**config.mk**
```make
export PLATFORM = sky130hd
export DESIGN_NAME = warp_scheduler_flat
export DESIGN_NICKNAME = d
export VERILOG_FILES = /design/src/rtl/warp_scheduler_if.sv /design/src/rtl/warp_scheduler.sv /design/src/flat_wrapper.sv
export SDC_FILE = /design/constraint.sdc
export NUM_CORES = 1
export LEC_CHECK = 0
export ABC_AREA = 1
export ABC_CLOCK_PERIOD_IN_PS = 4500
export CAP_MARGIN = 5
export CORE_ASPECT_RATIO = 0.6
export CORE_MARGIN = 2
export CORE_UTILIZATION = 55
export DETAILED_ROUTE_END_ITERATION = 10
export HOLD_SLACK_MARGIN = 0.02
export PLACE_DENSITY = 0.82
export SKIP_CTS_REPAIR_TIMING = 1
export SLEW_MARGIN = 20
export SYNTH_ARGS = -nofsm -noshare
export SYNTH_HDL_FRONTEND = slang
export SYNTH_SLANG_ARGS = --single-unit
```
**constraint.sdc**
```tcl
create_clock -name clk -period 4.5 [get_ports clk]
set_clock_uncertainty 0.05 [all_clocks]
set_input_delay 1.35 -clock clk [delete_from_list [all_inputs] [get_ports clk]]
set_output_delay 1.35 -clock clk [all_outputs]
set_load 0.005 [all_outputs]
```
**src/rtl/warp_scheduler_if.sv**
```systemverilog
// Package and interface shared by the warp scheduler and its environment.
// The package holds the broadcast pipeline-stage type. The interface bundles
// the launch, fetch, decode, LSU and status signals between the scheduler
// (master) and the rest of the core (slave).

package warp_scheduler_pkg;

   typedef enum logic [2:0] {
      IDLE    = 3'd0,
      FETCH   = 3'd1,
      DECODE  = 3'd2,
      REQUEST = 3'd3,
      WAIT    = 3'd4,
      EXECUTE = 3'd5,
      UPDATE  = 3'd6,
      DONE    = 3'd7
   } warp_state_t;

endpackage

interface warp_scheduler_if #(
   parameter int NUM_WARPS      = 4,
   parameter int WARP_IDX_WIDTH = $clog2(NUM_WARPS),
   parameter int COUNT_WIDTH    = 32
);
   import warp_scheduler_pkg::*;

   // Kernel launch
   logic                      start;
   logic [WARP_IDX_WIDTH:0]   num_warps;

   // Per-warp selection and pipeline broadcast
   logic [NUM_WARPS-1:0]      warp_enable;
   logic [WARP_IDX_WIDTH-1:0] current_warp;
   warp_state_t               warp_state;

   // Instruction fetch handshake
   logic                      fetch_req;
   logic                      fetch_valid;

   // Decoder flags
   logic                      decoded_is_mem;
   logic                      decoded_ret;

   // LSU handshake
   logic                      lsu_req;
   logic                      lsu_done;

   // Kernel status
   logic                      busy;
   logic                      done;
   logic [COUNT_WIDTH-1:0]    instr_retired;

   // Scheduler side
   modport master (
      input  start, num_warps, fetch_valid, decoded_is_mem, decoded_ret, lsu_done,
      output warp_enable, current_warp, warp_state, fetch_req, lsu_req,
             busy, done, instr_retired
   );

   // Core / environment side
   modport slave (
      output start, num_warps, fetch_valid, decoded_is_mem, decoded_ret, lsu_done,
      input  warp_enable, current_warp, warp_state, fetch_req, lsu_req,
             busy, done, instr_retired
   );

endinterface

```
**src/rtl/warp_scheduler.sv**
```systemverilog
// Warp scheduler: round-robin time-multiplexes one issue slot among the
// launched warps. It steps the selected warp through fetch, decode, register
// read, optional memory wait, execute and writeback, and tracks which warps
// have retired so it can signal kernel completion. All outputs are registered.

module warp_scheduler
   import warp_scheduler_pkg::*;
#(
   parameter int NUM_WARPS      = 4,
   parameter int WARP_IDX_WIDTH = $clog2(NUM_WARPS),
   parameter int COUNT_WIDTH    = 32
) (
   input  logic             clk,
   input  logic             reset,
   warp_scheduler_if.master bus
);

   warp_state_t               state;
   logic [WARP_IDX_WIDTH-1:0] cur_warp;
   logic [NUM_WARPS-1:0]      enable_q;
   logic [NUM_WARPS-1:0]      active_mask;
   logic [NUM_WARPS-1:0]      retired_mask;
   logic                      fetch_req_q;
   logic                      lsu_req_q;
   logic                      busy_q;
   logic                      done_q;
   logic [COUNT_WIDTH-1:0]    retired_count;

   logic [NUM_WARPS-1:0]      launch_mask;
   logic [NUM_WARPS-1:0]      retired_next;
   logic [NUM_WARPS-1:0]      eligible;
   logic                      next_found;
   logic [WARP_IDX_WIDTH-1:0] next_warp;
   logic [WARP_IDX_WIDTH-1:0] probe;

   function automatic logic [NUM_WARPS-1:0] onehot(input logic [WARP_IDX_WIDTH-1:0] w);
      logic [NUM_WARPS-1:0] v;
      v    = '0;
      v[w] = 1'b1;
      return v;
   endfunction

   // Warps to launch: low num_warps bits set; bits past NUM_WARPS do not exist,
   // which clamps oversized requests for free.
   always_comb begin
      // NOTE: every variable written here gets a default first, so no latch is inferred.
      launch_mask = '0;
      for (int i = 0; i < NUM_WARPS; i++) begin
         if (i < int'(bus.num_warps)) launch_mask[i] = 1'b1;
      end
   end

   // Next warp after the current one in cyclic order, judged against the
   // retired mask as it will be once this instruction's return is recorded.
   // Scanning from the farthest offset down lets the nearest eligible warp win;
   // offset NUM_WARPS wraps to the current warp, so it is considered last.
   always_comb begin
      retired_next = retired_mask;
      if (bus.decoded_ret) retired_next[cur_warp] = 1'b1;
      eligible   = active_mask & ~retired_next;
      next_found = 1'b0;
      next_warp  = cur_warp;
      probe      = cur_warp;
      for (int k = NUM_WARPS; k >= 1; k--) begin
         probe = cur_warp + WARP_IDX_WIDTH'(k);
         if (eligible[probe]) begin
            next_found = 1'b1;
            next_warp  = probe;
         end
      end
   end

   // Pipeline sequencer: state, warp selection, masks and all registered outputs.
   always_ff @(posedge clk or negedge reset) begin
      if (!reset) begin
         // NOTE: async reset clears every flop immediately, so no fetch or LSU
         // request can outlive a mid-kernel reset.
         state         <= IDLE;
         cur_warp      <= '0;
         enable_q      <= '0;
         active_mask   <= '0;
         retired_mask  <= '0;
         fetch_req_q   <= 1'b0;
         lsu_req_q     <= 1'b0;
         busy_q        <= 1'b0;
         done_q        <= 1'b0;
         retired_count <= '0;
      end else begin
         // NOTE: non-blocking assignments so every branch reads pre-edge values.
         case (state)
            IDLE, DONE: begin
               if (bus.start) begin
                  active_mask   <= launch_mask;
                  retired_mask  <= '0;
                  retired_count <= '0;
                  cur_warp      <= '0;
                  if (launch_mask == '0) begin
                     state       <= DONE;
                     enable_q    <= '0;
                     fetch_req_q <= 1'b0;
                     busy_q      <= 1'b0;
                     done_q      <= 1'b1;
                  end else begin
                     state       <= FETCH;
                     enable_q    <= onehot('0);
                     fetch_req_q <= 1'b1;
                     busy_q      <= 1'b1;
                     done_q      <= 1'b0;
                  end
               end
            end

            FETCH: begin
               if (bus.fetch_valid) begin
                  state       <= DECODE;
                  fetch_req_q <= 1'b0;
               end
            end

            DECODE: state <= REQUEST;

            REQUEST: begin
               if (bus.decoded_is_mem) begin
                  state     <= WAIT;
                  lsu_req_q <= 1'b1;
               end else begin
                  state <= EXECUTE;
               end
            end

            WAIT: begin
               lsu_req_q <= 1'b0;
               if (bus.lsu_done) state <= EXECUTE;
            end

            EXECUTE: state <= UPDATE;

            UPDATE: begin
               retired_count <= retired_count + COUNT_WIDTH'(1);
               retired_mask  <= retired_next;
               if (next_found) begin
                  state       <= FETCH;
                  cur_warp    <= next_warp;
                  enable_q    <= onehot(next_warp);
                  fetch_req_q <= 1'b1;
               end else begin
                  state    <= DONE;
                  enable_q <= '0;
                  busy_q   <= 1'b0;
                  done_q   <= 1'b1;
               end
            end

            default: state <= IDLE;
         endcase
      end
   end

   assign bus.warp_state    = state;
   assign bus.current_warp  = cur_warp;
   assign bus.warp_enable   = enable_q;
   assign bus.fetch_req     = fetch_req_q;
   assign bus.lsu_req       = lsu_req_q;
   assign bus.busy          = busy_q;
   assign bus.done          = done_q;
   assign bus.instr_retired = retired_count;

endmodule

```
**src/flat_wrapper.sv**
```systemverilog
// flat-port wrapper written by rule: the top's interface ports become plain ports
module warp_scheduler_flat import warp_scheduler_pkg::*;
#(
   parameter int NUM_WARPS      = 4,
   parameter int WARP_IDX_WIDTH = $clog2(NUM_WARPS),
   parameter int COUNT_WIDTH    = 32
)
  (clk, reset, bus_start, bus_num_warps, bus_fetch_valid, bus_decoded_is_mem, bus_decoded_ret, bus_lsu_done, bus_warp_enable, bus_current_warp, bus_warp_state, bus_fetch_req, bus_lsu_req, bus_busy, bus_done, bus_instr_retired);
  warp_scheduler_if #(.NUM_WARPS(NUM_WARPS), .WARP_IDX_WIDTH(WARP_IDX_WIDTH), .COUNT_WIDTH(COUNT_WIDTH)) bus_i ();
  input  logic clk;
  input  logic reset;
  input wire logic [$bits(bus_i.start)-1:0] bus_start;
  input wire logic [$bits(bus_i.num_warps)-1:0] bus_num_warps;
  input wire logic [$bits(bus_i.fetch_valid)-1:0] bus_fetch_valid;
  input wire logic [$bits(bus_i.decoded_is_mem)-1:0] bus_decoded_is_mem;
  input wire logic [$bits(bus_i.decoded_ret)-1:0] bus_decoded_ret;
  input wire logic [$bits(bus_i.lsu_done)-1:0] bus_lsu_done;
  output wire logic [$bits(bus_i.warp_enable)-1:0] bus_warp_enable;
  output wire logic [$bits(bus_i.current_warp)-1:0] bus_current_warp;
  output wire logic [$bits(bus_i.warp_state)-1:0] bus_warp_state;
  output wire logic [$bits(bus_i.fetch_req)-1:0] bus_fetch_req;
  output wire logic [$bits(bus_i.lsu_req)-1:0] bus_lsu_req;
  output wire logic [$bits(bus_i.busy)-1:0] bus_busy;
  output wire logic [$bits(bus_i.done)-1:0] bus_done;
  output wire logic [$bits(bus_i.instr_retired)-1:0] bus_instr_retired;
  assign bus_i.start = bus_start;
  assign bus_i.num_warps = bus_num_warps;
  assign bus_i.fetch_valid = bus_fetch_valid;
  assign bus_i.decoded_is_mem = bus_decoded_is_mem;
  assign bus_i.decoded_ret = bus_decoded_ret;
  assign bus_i.lsu_done = bus_lsu_done;
  assign bus_warp_enable = bus_i.warp_enable;
  assign bus_current_warp = bus_i.current_warp;
  assign bus_warp_state = bus_i.warp_state;
  assign bus_fetch_req = bus_i.fetch_req;
  assign bus_lsu_req = bus_i.lsu_req;
  assign bus_busy = bus_i.busy;
  assign bus_done = bus_i.done;
  assign bus_instr_retired = bus_i.instr_retired;
  warp_scheduler #(.NUM_WARPS(NUM_WARPS), .WARP_IDX_WIDTH(WARP_IDX_WIDTH), .COUNT_WIDTH(COUNT_WIDTH)) u_core (.clk(clk), .reset(reset), .bus(bus_i));
endmodule
```
==> results.yml, run 1 <==
logic_synthesis:
  synth.distinct_cells: 42
  syn_nets: 410
  ys.warnings.count: 0
  synthesis.area_mm2: 0.00305
  synthCells: 395
  synth_edf_count: 0
  ys_seq_area_share_pct: 43.4
  ys_seq_elements: 53
  ys.flop_type: "dfrtp_1"
  async_flop_share_pct: 100
  avgSynthCellArea_um2: 7.73
sta:
  post-route-period-util_pct: 66.7
  worst-slew-pin-transition_ns: 0.800
  tns_ns: 0
  setup_viol: 0
  hold_violations: 0
  fin_crit_ns: 3.00
  rsz0062_at_grt: "no"
  slew_viol_final: 0
  max_freq_mhz: 333
  slew_headroom_pct: 46.5
clock_network:
  cts.sink_count: 53
  cts_tree: "built"
  cts-htree-levels: 2
  worstSkewPairLatency_ns: 0.32
  clk_pin_slew_ns: 0.10
  cts_root_buf: "clkbuf_8"
  cts_buffer_depth: 2
  cts_buffers: 5
finish:
  fillers: 414
  final_layout_size_suffix_gt1_share_pct: 6.62
  area.growth.synth_to_final_pct: 22.9
  multi_input_area_mm2: 0.00151
  diodes: 0
  regArea_mm2: 0.00133
  nets: 467
  final_area_mm2: 0.00375
power_and_ir_drop:
  p_sw_mw: 0.690
  p_int_mw: 0.933
  p_per_area_mw_per_mm2: 432
  total_leakage_power_nw: 1.64
  peakVddDrop_uv: 341
  p_clk_share_pct: 18.0
  power.share.switching_pct: 42.5
  p_comb_share_pct: 42.8
  seqPwrFrac_pct: 39.2
  power_mw: 1.62
placed_design:
  port_buffers: 54
  gp_congestion: 0.890
  dpl_cell_area_mm2: 0.00366
  hpwl_um: 5910
grt:
  grt_start_max_net_pins: 32
  grt_pass1_vias: 2763
  antenna_found_initial: 0
  grt_overflow: 0
  globalRouteTotalUtil_pct: 28.1
  grt_pass1_wl_um: 13400
route:
  wl_um: 7980
  via_per_inst: 5.70
  wire_per_inst_um: 15.4
  dr.pass1.iters: 5
  vias: 2958
  ant_nets: 0
  drcViolationCount: 0
  drtIter0Drc: 266
die:
  initial_core_util_pct: 58.7
  rows: 20
  die_w_um: 100
  core_mm2: 0.00520
  die-area_mm2: 0.00618
  io-pin-count: 55
  die_height_um: 61.7
worst_hold_path:
  min_path_type: "register to register"
outcome:
  status: "finished clean"
job:
  max_cap_viol_count: 0
setup_path:
  end_kind: "register"
  path_class: "input port to register"
  path_max_fanout: 12
  cp.required_ns: 4.66
  crit_path_start_kind: "input port"
  worstPathArrival_ns: 3.16
-- registers in the layout, summed over array words and instances, names as in the netlist --
| register | flops |
|---|---|
| u_core.active_mask | 4 |
| u_core.bus.busy | 1 |
| u_core.bus.current_warp | 2 |
| u_core.bus.done | 1 |
| u_core.bus.fetch_req | 1 |
| u_core.bus.instr_retired | 32 |
| u_core.bus.lsu_req | 1 |
| u_core.bus.warp_enable | 4 |
| u_core.bus.warp_state | 3 |
| u_core.retired_mask | 4 |
-- layout by cell type, fill, tap and decap left out, types with 4 or more instances in the layout --
cell / instances
mux2i_1: 4
clkdlybuf4s50_1: 53
o22ai_1: 11
dfrtp_1: 53
nor2_1: 34
nor4_1: 5
nand3_1: 19
xor2_1: 7
nor3_1: 15
ha_1: 5
o21ai_0: 23
a21oi_1: 16
nor2_2: 4
nand2_1: 100
clkbuf_8: 6
inv_1: 50
nand4_1: 12
-- through the flow --
| stage | utilization [%] | setup WS [ns] | hold WS, ns | instances |
|---|---|---|---|---|
| final | 72.1 | 1.50 | 0.449 | 519 |
| after CTS | 72.1 | 1.54 | 0.449 | 519 |
| after global routing | 72.1 | 1.32 | 0.479 | 519 |
| after global placement | 70.2 | 1.26 | 0.421 | 511 |
| after detailed placement | 70.2 | 1.20 | 0.425 | 511 |
| after floorplan | - | 2.12 | 0.404 | 395 |
-- Yosys cell counts (4+ instances only) --
library cell | number | share of area, %
xor2_1 | 7 | 2.0
nor2_2 | 4 | 0.82
nand4_1 | 12 | 2.5
o21ai_0 | 23 | 3.8
mux2i_1 | 4 | 1.3
dfrtp_1 | 53 | 43
ha_1 | 5 | 2.0
a21oi_1 | 16 | 2.6
inv_1 | 50 | 6.1
nand3_1 | 19 | 3.1
o22ai_1 | 11 | 2.3
nor3_1 | 15 | 2.5
nor2_1 | 34 | 4.2
nand2_1 | 100 | 12
nor4_1 | 5 | 1.0
-- power groups by stage --
| stage | combinational, mW | clock [mW] | sequential (mW) |
|---|---|---|---|
| after floorplan | 0.448 | 0 | 0.629 |
| after global placement | 0.654 | 0 | 0.639 |
| after detailed placement | 0.684 | 0 | 0.642 |
| after CTS | 0.688 | 0.294 | 0.634 |
| after global routing | 0.774 | 0.315 | 0.649 |
| final | 0.694 | 0.292 | 0.636 |
-- routing by layer --
layer | up-vias | share of wire [%] | track usage (%)
met5 | - | 0 | 0
met4 | 0 | 1.2 | 7.83
met1 | 1372 | 48 | 43.4
met2 | 150 | 41 | 41.2
met3 | 12 | 9.4 | 4.81
li1 | 1424 | - | -
-- layout make-up --
type                       instances  share of cell area [%]
clock inverter                     2                   0.367
timing repair buffer              55                    14.5
tap                               66                    2.20
clock buffer                       6                    2.20
inverter                          53                    5.30
sequential                        53                    35.3
multi-input combinational        284                    40.1
-- worst max-delay path: stages --
cell and delay [ns]:
clkdlybuf4s50_1 0.39, inv_1 0.12, nor2_4 0.09, nor2_1 0.62
inv_1 0.35, nor2_1 0.18, a21oi_1 0.05
-- worst paths after layout --
kind	start	to	slack [ns]	cells after the start
hold reg to reg	u_core.retired_mask[1]	u_core.retired_mask[1]	0.45	2
setup reg to reg	u_core.bus.current_warp[0]	u_core.bus.warp_enable[0]	2.17	11
max in group asynchronous	reset	u_core.bus.instr_retired[30]	2.67	2
min in group asynchronous	reset	u_core.bus.instr_retired[7]	0.94	1
setup / recovery	bus_start	u_core.bus.warp_enable[0]	1.50	7
hold / removal	u_core.retired_mask[1]	u_core.retired_mask[1]	0.45	2
-- logic make-up (layout without fill, tap and decap cells) --
logic type / Yosys count / after routing / synth area share (%)
adders and majority gates: 5 / 5 / 2.05
buffers and inverters: 58 / 116 / 7.25
xor gates and xnor gates: 8 / 8 / 2.30
muxes: 4 / 4 / 1.31
and+or+nand+nor: 203 / 203 / 31.5
AOI/OAI and AO/OA: 64 / 64 / 12.2
DFF: 53 / 53 / 43.4
No activity file was read; power rests on OpenSTA's default activity.
==> run 2: changes to the inputs <==
ABC_CLOCK_PERIOD_IN_PS = 2600   (was 4500)
CORE_UTILIZATION = 48   (was 55)
PLACE_DENSITY = 0.76   (was 0.82)
clock period = 2.6 ns   (was 4.5 ns; I/O delays follow)
==> results.yml, run 2 (same netlist as run 1, synthesis figures left out) <==
sta:
  worst-slew-pin-transition_ns: 0.591
  setup_ws_ns: 0.252
  rsz0062_at_grt: "no"
  setup_viol: 0
  fin_crit_ns: 2.35
  slew_viol_final: 0
  slew_headroom_pct: 60.6
  hold_violations: 0
  max_freq_mhz: 426
  post-route-period-util_pct: 90.3
  holdWs_ns: 0.411
clock_network:
  clk_pin_slew_ns: 0.10
  worstSkewPairLatency_ns: 0.31
  cts-htree-levels: 2
  cts_buffers: 5
  cts_tree: "built"
  cts_buffer_depth: 2
  cts_root_buf: "clkbuf_8"
  cts.sink_count: 53
die:
  die_height_um: 65.8
  die_w_um: 107
  die-area_mm2: 0.00704
  rows: 22
  core_mm2: 0.00614
  initial_core_util_pct: 49.7
  io-pin-count: 55
route:
  via_per_inst: 5.43
  dr_wl_met3_um: 731
  vias: 2941
  ant_nets: 0
  dr.pass1.iters: 5
  highest_layer: "met4"
  met2_length_um: 3120
  drcViolationCount: 0
  drtIter0Drc: 239
  wl_um: 7830
  wire_per_inst_um: 14.5
  wl_met1_um: 3920
setup_path:
  path_max_fanout: 4
  path_class: "input port to register"
  crit_path_start_kind: "input port"
  worstPathArrival_ns: 2.51
  cp.required_ns: 2.76
  r2r_cells: 11
  end_kind: "register"
finish:
  final_cell_mix: "100 x nand2_1, 53 x clkdlybuf4s50_1, 53 x dfrtp_1, 50 x inv_1, 34 x nor2_1"
  largest_reg_flops: 32
  nets: 472
  post_layout_nonfiller_instances: 542
  final_layout_size_suffix_gt1_share_pct: 7.64
  layout_commonest_cell: "nand2_1"
  area.growth.synth_to_final_pct: 26.1
  diodes: 0
placed_design:
  hpwl_um: 5860
  gp_congestion: 0.949
  port_buffers: 54
  placed_cells: 534
  dp_slack_ns: -0.0972
grt:
  antenna_found_initial: 0
  grt_start_max_net_pins: 31
  grt_pass1_wl_um: 13300
  grt_pass1_vias: 2691
  grt_overflow: 0
  globalRouteTotalUtil_pct: 24.0
outcome:
  status: "finished clean"
power_and_ir_drop:
  power_mw: 2.96
  p_per_area_mw_per_mm2: 769
  peakVddDrop_uv: 479
  total_leakage_power_nw: 1.67
worst_hold_path:
  min_path_type: "input port to async pin"
job:
  max_cap_viol_count: 0
==> run 2: critical path, stage by stage <==
cell and delay, ns:
clkdlybuf4s50_1 0.49, nand2_1 0.16, nand4_1 0.14, nand2_1 0.16, inv_1 0.05, nand3_1 0.18, nand2_1 0.13, inv_1 0.13
nand3_1 0.08, o21ai_0 0.21
==> run 2: worst paths after layout <==
kind	start	endpoint	slack [ns]
worst max-delay path	bus_decoded_ret	u_core.bus.warp_enable[2]	0.25
worst min-delay path	reset	u_core.bus.instr_retired[16]	0.41
worst max register to register	u_core.bus.current_warp[0]	u_core.bus.warp_enable[2]	0.26
worst min register to register	u_core.bus.warp_enable[1]	u_core.bus.warp_enable[1]	0.45
max in group asynchronous	reset	u_core.bus.lsu_req	1.52
min in group clk	u_core.bus.warp_enable[1]	u_core.bus.warp_enable[1]	0.45
==> run 2: per-stage QoR <==
step / instance area [um^2] / util [%] / TNS (ns)
2_1_floorplan: 3050 / - / 0
6_report: 3850 / 62.7 / 0
3_3_place_gp: 3730 / 60.7 / 0
5_1_grt: 3850 / 62.7 / 0
3_5_place_dp: 3730 / 60.7 / -0.130
4_1_cts: 3840 / 62.6 / 0
==> run 2: report_power, final <==
group,switching [mW],internal [mW]
clock,0.275,0.314
sequential,0.137,0.958
combinational,0.783,0.490
==> run 2: final cells by class <==
cell class | count | area, um^2
fillers | 540 | 2290
multi-input cells | 284 | 1510
flip-flops and latches | 53 | 1330
repair buffers | 60 | 593
inverters | 53 | 199
well taps | 84 | 105
clock buffers | 7 | 86.3
clock inverters | 1 | 30.0
==> run 2: per-layer routing <==
metal | vias to the layer above | global-route usage, %
li1 | 1440 | -
met1 | 1370 | 37.0
met2 | 123 | 33.5
met3 | 8 | 6.11
met4 | 0 | 5.52
met5 | - | 0
